===== src/rtl/lpm_pkg.sv =====
// Shared constants and helpers for the longest-prefix-match lookup pipeline.
package lpm_pkg;

    localparam int PASS_W    = 8;
    localparam int SLICE_MAX = 256;

    // The leaf flag sits just above the result/child field of a memory word
    function automatic int leaf_idx(input int addr_w);
        return addr_w;
    endfunction

    // Stride-wide slice number idx of a key, counted from the MSB end, zero-extended
    function automatic logic [SLICE_MAX-1:0] key_slice(
        input logic [SLICE_MAX-1:0] key,
        input int                   key_w,
        input int                   stride,
        input int                   idx
    );
        logic [SLICE_MAX-1:0] mask;
        mask = (SLICE_MAX'(1'b1) << stride) - SLICE_MAX'(1'b1);
        return (key >> (key_w - (idx + 32'sd1) * stride)) & mask;
    endfunction

endpackage


===== src/rtl/lpm_fifo.sv =====
// Registered FIFO; the caller may enqueue into a full FIFO when it dequeues on the same edge.
module lpm_fifo
#(
    parameter int WIDTH = 8,
    parameter int DEPTH = 4
)
(
    input  logic             CLK,
    input  logic             RST,
    input  logic             enq__ENA,
    input  logic [WIDTH-1:0] enq_v,
    output logic             enq__RDY,
    input  logic             deq__ENA,
    output logic             deq__RDY,
    output logic [WIDTH-1:0] first
);

    localparam int PTR_W = $clog2(DEPTH);

    logic [WIDTH-1:0] mem_r [DEPTH];
    logic [PTR_W-1:0] rd_ptr_r;
    logic [PTR_W-1:0] wr_ptr_r;
    logic [PTR_W:0]   count_r;

    assign enq__RDY = (count_r != (PTR_W + 1)'(DEPTH));
    assign deq__RDY = (count_r != '0);
    assign first    = mem_r[rd_ptr_r];

    // Storage array, no reset needed since occupancy gates every read
    always_ff @(posedge CLK) begin
        if (enq__ENA) begin
            mem_r[wr_ptr_r] <= enq_v;
        end
    end

    // Pointers and occupancy
    always_ff @(posedge CLK) begin
        if (RST) begin
            rd_ptr_r <= '0;
            wr_ptr_r <= '0;
            count_r  <= '0;
        end else begin
            if (enq__ENA) begin
                wr_ptr_r <= wr_ptr_r + PTR_W'(1'b1);
            end
            if (deq__ENA) begin
                rd_ptr_r <= rd_ptr_r + PTR_W'(1'b1);
            end
            count_r <= count_r + {{PTR_W{1'b0}}, enq__ENA} - {{PTR_W{1'b0}}, deq__ENA};
        end
    end

endmodule


===== src/rtl/lpm_pipe.sv =====
// Multi-pass trie-walk LPM engine: requests enter via inQ, recirculate through the
// in-flight FIFO one stride per memory access, and leave through outQ.
module lpm_pipe
    import lpm_pkg::*;
#(
    parameter int TAG_W    = 32,
    parameter int KEY_W    = 32,
    parameter int ADDR_W   = 16,
    parameter int STRIDE   = 8,
    parameter int MAX_PASS = 4,
    parameter int DEPTH    = 4
)
(
    input  logic              CLK,
    input  logic              RST,
    input  logic              say__ENA,
    input  logic [TAG_W-1:0]  say_meth,
    input  logic [KEY_W-1:0]  say_v,
    output logic              say__RDY,
    output logic              indication_heard__ENA,
    output logic [TAG_W-1:0]  indication_heard_meth,
    output logic [ADDR_W-1:0] indication_heard_v,
    output logic              indication_heard_miss,
    input  logic              indication_heard__RDY,
    output logic              mem_req__ENA,
    output logic [ADDR_W-1:0] mem_req_addr,
    input  logic              mem_req__RDY,
    input  logic              mem_resp__ENA,
    input  logic [ADDR_W:0]   mem_resp_data,
    output logic              mem_resp__RDY,
    output logic [31:0]       done_count
);

    typedef struct packed {
        logic [TAG_W-1:0] tag;
        logic [KEY_W-1:0] key;
    } req_t;

    typedef struct packed {
        logic [TAG_W-1:0]  tag;
        logic [KEY_W-1:0]  key;
        logic [PASS_W-1:0] pass;
    } ctx_t;

    typedef struct packed {
        logic [TAG_W-1:0]  tag;
        logic [ADDR_W-1:0] value;
        logic              miss;
    } res_t;

    req_t inq_in_s, inq_head_s;
    ctx_t fl_in_s, fl_head_s;
    res_t oq_in_s, oq_head_s;
    logic inq_rdy_s, inq_valid_s, inq_push_s;
    logic fl_rdy_s, fl_valid_s, fl_push_s;
    logic oq_rdy_s, oq_valid_s;
    logic resp_leaf_s, head_exit_s, resp_rdy_s, resp_fire_s;
    logic exit_s, recirc_s, enter_s, heard_fire_s;
    logic [PASS_W-1:0] next_pass_s;
    logic [ADDR_W-1:0] req_addr_s;
    logic [31:0] done_count_r;

    assign inq_in_s   = '{tag: say_meth, key: say_v};
    assign inq_push_s = say__ENA && say__RDY;
    assign fl_push_s  = enter_s || recirc_s;

    lpm_fifo #(.WIDTH($bits(req_t)), .DEPTH(DEPTH)) u_inq (
        .CLK(CLK), .RST(RST),
        .enq__ENA(inq_push_s), .enq_v(inq_in_s), .enq__RDY(inq_rdy_s),
        .deq__ENA(enter_s), .deq__RDY(inq_valid_s), .first(inq_head_s)
    );

    lpm_fifo #(.WIDTH($bits(ctx_t)), .DEPTH(DEPTH)) u_flight (
        .CLK(CLK), .RST(RST),
        .enq__ENA(fl_push_s), .enq_v(fl_in_s), .enq__RDY(fl_rdy_s),
        .deq__ENA(resp_fire_s), .deq__RDY(fl_valid_s), .first(fl_head_s)
    );

    lpm_fifo #(.WIDTH($bits(res_t)), .DEPTH(DEPTH)) u_outq (
        .CLK(CLK), .RST(RST),
        .enq__ENA(exit_s), .enq_v(oq_in_s), .enq__RDY(oq_rdy_s),
        .deq__ENA(heard_fire_s), .deq__RDY(oq_valid_s), .first(oq_head_s)
    );

    // Handshakes, recirc-over-enter arbitration of the memory port, next address
    always_comb begin
        resp_leaf_s = mem_resp_data[leaf_idx(ADDR_W)];
        head_exit_s = resp_leaf_s || (fl_head_s.pass == PASS_W'(MAX_PASS - 1));
        if (!RST && fl_valid_s) begin
            resp_rdy_s = head_exit_s ? oq_rdy_s : mem_req__RDY;
        end else begin
            resp_rdy_s = 1'b0;
        end
        resp_fire_s  = mem_resp__ENA && resp_rdy_s;
        exit_s       = resp_fire_s && head_exit_s;
        recirc_s     = resp_fire_s && !head_exit_s;
        enter_s      = !RST && inq_valid_s && fl_rdy_s && mem_req__RDY && !recirc_s;
        next_pass_s  = fl_head_s.pass + PASS_W'(1'b1);
        heard_fire_s = !RST && oq_valid_s && indication_heard__RDY;
        if (recirc_s) begin
            req_addr_s = mem_resp_data[ADDR_W-1:0]
                       + ADDR_W'(key_slice(SLICE_MAX'(fl_head_s.key), KEY_W, STRIDE, int'(next_pass_s)));
            fl_in_s    = '{tag: fl_head_s.tag, key: fl_head_s.key, pass: next_pass_s};
        end else if (enter_s) begin
            req_addr_s = ADDR_W'(key_slice(SLICE_MAX'(inq_head_s.key), KEY_W, STRIDE, 32'sd0));
            fl_in_s    = '{tag: inq_head_s.tag, key: inq_head_s.key, pass: '0};
        end else begin
            req_addr_s = '0;
            fl_in_s    = '0;
        end
        oq_in_s.tag   = fl_head_s.tag;
        oq_in_s.value = resp_leaf_s ? mem_resp_data[ADDR_W-1:0] : '0;
        oq_in_s.miss  = !resp_leaf_s;
    end

    assign say__RDY              = !RST && inq_rdy_s;
    assign mem_req__ENA          = enter_s || recirc_s;
    assign mem_req_addr          = req_addr_s;
    assign mem_resp__RDY         = resp_rdy_s;
    assign indication_heard__ENA = heard_fire_s;
    assign indication_heard_meth = (!RST && oq_valid_s) ? oq_head_s.tag   : '0;
    assign indication_heard_v    = (!RST && oq_valid_s) ? oq_head_s.value : '0;
    assign indication_heard_miss = (!RST && oq_valid_s) ? oq_head_s.miss  : 1'b0;
    assign done_count            = RST ? 32'd0 : done_count_r;

    // Completed-lookup counter, wraps naturally
    always_ff @(posedge CLK) begin
        if (RST) begin
            done_count_r <= 32'd0;
        end else if (exit_s) begin
            done_count_r <= done_count_r + 32'd1;
        end
    end

endmodule


===== config.mk =====
export PLATFORM = sky130hd
export DESIGN_NAME = lpm_pipe
export DESIGN_NICKNAME = d
export VERILOG_FILES = /design/src/rtl/lpm_pkg.sv /design/src/rtl/lpm_fifo.sv /design/src/rtl/lpm_pipe.sv
export SDC_FILE = /design/constraint.sdc
export NUM_CORES = 1
export LEC_CHECK = 0
export ABC_AREA = 1
export BUFFER_PORTS_ARGS = -buffer_cell sky130_fd_sc_hd__buf_4
export CAP_MARGIN = 20
export CORE_ASPECT_RATIO = 1.25
export CORE_MARGIN = 5
export CORE_UTILIZATION = 35
export CTS_CLUSTER_DIAMETER = 50
export DETAILED_ROUTE_END_ITERATION = 7
export PLACE_DENSITY = 0.56
export SLEW_MARGIN = 20
export SYNTH_ARGS = -nofsm -noshare
export SYNTH_HDL_FRONTEND = slang
export SYNTH_HIERARCHICAL = 1
export SYNTH_SLANG_ARGS = --single-unit

===== constraint.sdc =====
create_clock -name CLK -period 8.1 [get_ports CLK]
set_input_delay 0.81 -clock CLK [delete_from_list [all_inputs] [get_ports CLK]]
set_output_delay 0.81 -clock CLK [all_outputs]
set_load 0.01 [all_outputs]

== Word level (Yosys, flattened, before mapping) ==
Memories as Yosys holds them, arrays and structs flattened. A register that Yosys moved wholly into a read port is not among the register bits.
Cells that the tools add are included.

* Flip-flop bits (word level): 53
* Memory bits (writable): 740
* Input bits: 87
* Output and inout port bits: 101
* Word-level logic and storage cells: 79
* Memories: 3

{| class="wikitable"
|+ Memories
! memory !! words !! width !! read ports !! clocked after memory_dff !! wr ports !! RTL line !! source
|-
| u_flight.mem_r || 4 || 72 || 1 || 1 || 1 || lpm_fifo.sv:20 || <nowiki>logic [WIDTH-1:0] mem_r [DEPTH];</nowiki>
|-
| u_inq.mem_r || 4 || 64 || 1 || 1 || 1 || lpm_fifo.sv:20 ||
|-
| u_outq.mem_r || 4 || 49 || 1 || 1 || 1 || lpm_fifo.sv:20 ||
|}

* Add/sub/neg operators: 17
* Eq/ne operators: 4
* Shifts and indexed selects: 1
* Mux-type cells: 23
* Reductions and logical operators: 21

{| class="wikitable"
|+ Operator list
! cell !! number
|-
| 72-bit two-way mux || 2
|-
| 32-bit two-way mux || 2
|-
| 16-bit two-way mux || 3
|-
| 32-bit by 1-bit adder with 32-bit output, second input constant || 1
|-
| 32-bit by 32-bit >> shifter with 8-bit output || 1
|-
| 16-bit by 8-bit adder with 16-bit output || 1
|-
| 6-bit by 12-bit subtractor with 13-bit output, first input constant || 1
|-
| 2-bit by 1-bit adder with 2-bit output, second input constant || 6
|-
| 1-bit logical AND || 12
|-
| 2-bit two-way mux || 6
|-
| 3-bit by 1-bit adder with 3-bit output || 3
|-
| 8-bit by 1-bit adder with 9-bit output, second input constant || 1
|-
| 1-bit two-way mux || 9
|-
| 3-bit inequality test, second input constant || 3
|-
| 3-bit nonzero test || 3
|-
| 3-bit by 1-bit subtractor with 3-bit output || 3
|-
| 8-bit by 1-bit adder with 8-bit output, second input constant || 1
|-
| 8-bit by 2-bit equality test with 1-bit output, second input constant || 1
|-
| 8-bit two-way mux || 1
|-
| 1-bit logical NOT || 4
|-
| 1-bit logical OR || 2
|}

== Depth between registers and ports, before layout ==
Gate-level depths: netlist of run 1.

* Word-level depth: 11
* Depth in mapped cells: 26
* Gate-level depth less buffers: 23

== Hierarchy ==
The synthesis of run 1 kept the hierarchy.

{| class="wikitable"
|+ By module, submodules not included
! module !! instances !! cells an instance !! area an instance (µm²) !! seq. area each (µm²)
|-
| lpm_fifo (u_flight) || 1 || 895 || 12166.7 || 8828.5
|-
| lpm_fifo (u_inq) || 1 || 802 || 10425.0 || 7867.5
|-
| lpm_fifo (u_outq) || 1 || 628 || 8152.8 || 6065.8
|-
| lpm_pipe || 1 || 1018 || 5158.7 || 640.6
|}

== Worst setup path before layout of run 1 ==
Ideal clock, no wire load.

* Kind: register to output
* Start point: register with a tool-made name
* End point: output mem_req_addr[14]
* Arrival: 3983 ps
* Data required time: 7290 ps
* Setup slack: 3307 ps
* Cell stages (with the launch flop): 26
* Path buffers: 5
* Cells stage by stage: dfxtp_1 buf_6 buf_6 buf_6 o211ai_2 nand2_1 clkbuf_1 clkinv_1 ha_1 clkbuf_1 o21ai_0 nand4_1 nor2b_1 nand3_1 a21oi_1 ha_1 inv_1 fa_1 inv_1 nand3_1 nand2_1 a21oi_1 nand3b_1 nand2_1 nor2_1 nor2_1

{| class="wikitable"
|+ RTL lines
! what !! RTL line !! source
|-
| to (decl) || lpm_pipe.sv:26 || <nowiki>output logic [ADDR_W-1:0] mem_req_addr,</nowiki>
|}

==> flow_metrics.tcl, run 1 <==
set metrics [dict create \
    clk_latency_ns 0.64 \
    cpPeakStageDelay_ns 0.81 \
    syn_area_um2 35900 \
    clk_pin_slew_ns 0.06 \
    rsz0062_at_grt "no" \
    cts-resized-gates 0 \
    outcome "finished clean" \
    fin_area_um2 41000 \
    synth_area_leaders "edfxtp_1 62%, nand2_1 7.0%, inv_1 6.4%" \
    cts.htree.levels 3 \
    die_y_um 368 \
    pin_count 188 \
    required_ns 7.29 \
    synth_compound_area_share_pct 12.8 \
    intPower_w 0.00758 \
    grt_start_max_net_pins 149 \
    yosysTopAreaCell "edfxtp_1" \
    netlist_instances 3343 \
    synth_top_area_share_pct 61.9 \
    drtAntennaViolNets 0 \
    synth_top_family_by_area "compound AO/OA/AOI/OAI gates" \
    grt_pass1_vias 21500 \
    grt_use_total_pct 14.7 \
    power_switching_w 0.00294 \
    fin_skew_ns 0.0367 \
    mostFrequentLayoutCells "740 x edfxtp_1, 668 x nand2_1, 601 x inv_1" \
    fp.coreArea_um2 102000 \
    pwr-share-clk_pct 36.9 \
    root_buffer "clkbuf_16" \
    hp-start "say_meth[15]" \
    ys_seq_area_share_pct 65.2 \
    max_cap_viol_count 0 \
    worstMarginPinSlew_ns 1.00 \
    crit_path_top_delay_cell "dfxtp_4" \
    setup-violations-final 0 \
    worst-path-buf-inv 4 \
    vias 22800 \
    setup.worst_path.start_class "flop" \
    critPathArrivalTime_ns 6.39 \
    slew_headroom_pct 33.1 \
    antenna_found_initial 9 \
    drt_iter0_drc 1570 \
    period_minus_slack_ns 7.20 \
    postCtsHoldBufs 0 \
    via_per_inst 4.67 \
    endpoint_kind "output port" \
    powerDensity_nw_per_um2 257 \
    tritoncts "done" \
    peakVddDrop_mv 0.142 \
    wire_per_inst_um 16.7 \
    gp_congestion 0.836 \
    hold_end "u_inq/mem_r[1][47]" \
    placed_cell_area_um2 38100 \
    combPwrFrac_pct 15.8 \
    drive_gt1_share_pct 13.4 \
    crit_family "simple AND/OR/NAND/NOR gates" \
    timing_worst_setup_path_type "flop to output port" \
    power.leakage_nw 15.7 \
    muxShareOfSynthArea_pct 0 \
    grt_remaining_overflow 0 \
    synth_nets 3463 \
    final_max_slew_viol_count 0 \
    layout_commonest_cell "edfxtp_1" \
    wl_mm 81.4 \
    postCtsSetupRepairBufs 0 \
    die-area_um2 109000 \
    synthAdderAreaFrac_pct 1.23 \
    nNetsFinal 3599 \
    die_width_um 296 \
    synth_simple_gate_area_share_pct 10.7 \
    switching_share_pct 28.0 \
    worstPathMaxFanout 65 \
    p_seq_share_pct 47.4 \
    ys_ff_latch 799 \
    initial_core_util_pct 35.2 \
    timing.final.crit_share_pct 88.9 \
    holdPathStages 1 \
    cts_max_path_buffers 3 \
    crit_chain "o21ai_0, nand2_1, clkinv_1, ha_1, o21ai_0, nand4_1, nor2b_1, nand3_1, a21oi_1, ha_1, inv_1, fa_1, inv_1, nand3_1, nand2_1, a21oi_1, xor2_1, o21ai_1, buf_4" \
    hold_path_class "input pin to flop" \
    setup-tns-final_ns 0 \
    cts_made_buffers 86 \
    fmax_mhz 139 \
    drtPass1Iterations 6 \
    rows 131 \
    dp_hpwl_mm 52.7 \
    avgSynthCellArea_um2 10.7 \
    r2r_end "u_inq/count_r[2]" \
    hold_violations 0 \
    worstRegToRegCells 24 \
    port_buffers 187 \
    cts_sinks 799 \
    synthDistinctLibCells 40 \
    synth_xor_area_share_pct 0.488 \
    syn_to_final_growth_pct 14.1 \
    yosysWarningCount 6 \
    regToRegSetupSlack_ns 2.55 \
    grt_pass1_wl_mm 125 \
    drc 0 \
]
cells by family (layout without fill, tap and decap cells):
group                      Yosys count  count (layout)
adders and majority gates           33              33
other                                0               6
buffers and inverters              786             994
xor gates and xnor gates            20              20
and+or+nand+nor                    974             974
AOI/OAI and AO/OA                  731             731
DFF                                799             799
power groups by stage:
stage	sequential, W	combinational, W	clock [W]
floorplan	0.00499	0.00119	0
CTS	0.00498	0.00169	0.00399
global placement	0.00506	0.00167	0
finish	0.00498	0.00166	0.00388
global route	0.00501	0.00188	0.00415
detailed placement	0.00507	0.00168	0
per-stage QoR:
stage / power (W) / hold WS [ns] / setup slack [ns] / instances / utilization (%)
after detailed placement: 0.00675 / 0.445 / 1.61 / 4721 / 37.4
after global routing: 0.0110 / 0.329 / 0.440 / 4881 / 40.2
after global placement: 0.00673 / 0.439 / 1.76 / 4721 / 37.4
after floorplan: 0.00618 / 0.436 / 3.31 / 3343 / -
final: 0.0105 / 0.368 / 0.902 / 4887 / 40.2
after CTS: 0.0107 / 0.313 / 0.899 / 4881 / 40.2
final cells by class:
type | count | area, um2
clock buffers | 110 | 2310
repair buffers | 216 | 1650
flip-flops and latches | 799 | 23400
inverters | 618 | 2320
diodes | 6 | 15.0
well taps | 1330 | 1660
multi-input cells | 1758 | 9070
fillers | 9771 | 61000
clock inverters | 50 | 531
registers in the layout, indices dropped and copies added, names as in the netlist, 3 cells and up, named ones only:
signal	flops
u_flight/mem_r	288
u_inq/mem_r	256
u_outq/mem_r	196
done_count_r	32
u_flight/count_r	3
u_inq/count_r	3
u_outq/count_r	3
cell usage after synthesis (all sizes together):
cell type  number
buf           130
o21bai          1
nand3b          1
dfxtp          59
ha             29
clkbuf         38
clkinv          1
a21oi         246
o211ai        193
nand2         672
nand3          71
fa              4
and3            1
inv           617
a21o            1
nor3            3
xnor2           6
nand4          20
or2             1
nor2b           1
xor2           14
o21ai         288
a31oi           2
nor2          204
edfxtp        740
worst max path at each step:
| stage | startpoint | endpoint | cells past startpoint |
|---|---|---|---|
| 5_1_grt | flop | mem_req_addr[6] | 19 |
| 3_5_place_dp | flop | mem_req_addr[6] | 19 |
| 3_3_place_gp | flop | mem_req_addr[6] | 19 |
| 2_1_floorplan | flop | mem_req_addr[14] | 25 |
| 4_1_cts | flop | mem_req_addr[6] | 19 |
| 6_report | flop | mem_req_addr[6] | 19 |
layer usage:
layer  vias to the layer above  global-route usage (%)  routed length (um)
li1                      11500                       -                   -
met4                         8                    3.56                1380
met2                       506                    23.5               37000
met5                         -                       0                  61
met3                       105                    3.40                5610
met1                     10700                    20.3               37300
Note: power is estimated with default switching activity, not from simulation.
==> run 2, diff against run 1 <==
--- a/config.mk
+++ b/config.mk
@@ -11,6 +11,7 @@
 export CORE_ASPECT_RATIO = 1.25
 export CORE_MARGIN = 5
 export CORE_UTILIZATION = 35
+export CTS_BUF_LIST = sky130_fd_sc_hd__clkbuf_8
 export CTS_CLUSTER_DIAMETER = 50
 export DETAILED_ROUTE_END_ITERATION = 7
 export PLACE_DENSITY = 0.56
==> run 2 against run 1 <==
Net effect:
- global-route usage hardly changed
- clock power is 23% lower
- hold slack worse by 0.095 ns
- flip-flop and latch count stayed put
- die area stayed put
- largest cell class unchanged
- largest power group unchanged
==> flow_metrics.tcl, run 2 (synthesis results as in run 1) <==
set metrics [dict create \
    outcome "finished clean" \
    drtPass1Iterations 5 \
    setup-tns-final_ns 0 \
    setup.worst_path.start_class "flop" \
    die_y_um 368 \
    worstMarginPinSlew_ns 1.02 \
    die_width_um 296 \
    endpoint_kind "output port" \
    final_max_slew_viol_count 0 \
    cts-resized-gates 0 \
    cts_sinks 799 \
    drt_iter0_drc 1488 \
    layout_commonest_cell "edfxtp_1" \
    grt_pass1_wl_mm 126 \
    clk_pin_slew_ns 0.06 \
    drtAntennaViolNets 0 \
    drc 0 \
    timing_worst_setup_path_type "flop to output port" \
    drive_gt1_share_pct 13.7 \
    cts_made_buffers 121 \
    postCtsSetupRepairBufs 0 \
    required_ns 7.29 \
    hold_violations 0 \
    power.leakage_nw 15.5 \
    largest_register_ff_count 288 \
    cts_max_path_buffers 3 \
    reg_top3 "u_flight/mem_r (288), u_inq/mem_r (256), u_outq/mem_r (196)" \
    rows 131 \
    largest-register "u_flight/mem_r" \
    syn_to_final_growth_pct 12.3 \
    postCtsHoldBufs 0 \
    hold_path_class "input pin to flop" \
    timing.final.crit_share_pct 90.2 \
    initial_core_util_pct 35.2 \
    worstPathMaxFanout 65 \
    wire_per_inst_um 16.6 \
    die-area_um2 109000 \
    grt_use_total_pct 14.7 \
    dp_hpwl_mm 52.7 \
    peakVddDrop_mv 0.127 \
    grt_start_max_net_pins 149 \
    port_buffers 187 \
    gp_congestion 0.836 \
    vias 23000 \
    rsz0062_at_grt "no" \
    critPathArrivalTime_ns 6.50 \
    root_buffer "clkbuf_8" \
    mostFrequentLayoutCells "740 x edfxtp_1, 668 x nand2_1, 642 x inv_1" \
    nNetsFinal 3634 \
    pin_count 188 \
    dpl.cell_count 4721 \
    slew_headroom_pct 31.9 \
    period_minus_slack_ns 7.31 \
    grt_remaining_overflow 0 \
    cts.htree.levels 3 \
    fmax_mhz 137 \
    clk_latency_ns 0.74 \
    grt_pass1_vias 21800 \
    finalNonFillerCells 4944 \
    wl_mm 81.8 \
    fin_skew_ns 0.0443 \
    n_fill_cell 9917 \
    utilization_pct 39.5 \
    max_cap_viol_count 0 \
    antenna_found_initial 10 \
    tritoncts "done" \
    setup-violations-final 0 \
    fp.coreArea_um2 102000 \
    via_per_inst 4.66 \
    powerDensity_nw_per_um2 239 \
]
[run 2: cell types whose count changed in the layout (fill, tap and decap cells not counted), moves of 4 or more]
| cell | before | now |
|---|---|---|
| inv_1 | 601 | 642 |
| bufinv_16 | 7 | 3 |
| clkbuf_1 | 21 | 0 |
| inv_6 | 8 | 2 |
| clkinv_1 | 14 | 31 |
| clkbuf_8 | 0 | 121 |
| clkbuf_16 | 89 | 0 |
[run 2: final timing paths]
kind,startpoint,slack (ns),depth (start not counted),end
worst max register to register,flop,2.51,17,u_flight/mem_r[1][64]
worst min register to register,u_inq/rd_ptr_r[1],0.46,2,flop
worst min-delay path,say_v[24],0.27,1,u_inq/mem_r[2][24]
worst max-delay path,flop,0.79,19,mem_req_addr[6]
[run 2: metal layers]
layer / wire length [um] / GRT usage, %
met1: 37400 / 20.2
met5: 61 / 0
met2: 37600 / 23.5
met4: 1170 / 3.35
met3: 5600 / 3.81
[run 2: through the flow]
stage                     total power, W  worst slack, ns  hold WS [ns]  area, um2
final                            0.00963            0.791         0.272      40300
after global routing              0.0102            0.298         0.194      40300
after detailed placement         0.00675             1.61         0.445      38100
after global placement           0.00673             1.76         0.439      38100
after floorplan                  0.00618             3.31         0.436      35900
after CTS                        0.00979            0.741         0.177      40300
[run 2: cell type report]
type	count	area [um2]	area share, %
inverters	618	2320	5.77
diodes	7	17.5	0.0435
multi-input cells	1758	9070	22.5
flip-flops and latches	799	23400	58.1
clock inverters	95	500	1.24
repair buffers	216	1650	4.08
well taps	1330	1660	4.13
clock buffers	121	1670	4.13
[run 2: critical path, cell delays in order (launching register included)]
cell	delay (ns)
dfxtp_4	0.81
o21ai_0	0.19
nand2_1	0.65
clkinv_1	0.45
ha_1	0.61
o21ai_0	0.27
nand4_1	0.12
nor2b_1	0.15
nand3_1	0.22
a21oi_1	0.25
ha_1	0.21
inv_1	0.06
fa_1	0.35
inv_1	0.12
nand3_1	0.08
nand2_1	0.14
a21oi_1	0.13
xor2_1	0.42
o21ai_1	0.27
buf_4	0.23
[run 2: where the power goes]
group	switching (W)	internal (W)	leakage [nW]	total (W)
combinational	0.00121	0.000453	7.02	0.00166
sequential	0.000125	0.00486	7.26	0.00498
clock	0.00150	0.00149	1.27	0.00299
total	0.00284	0.00679	15.5	0.00963
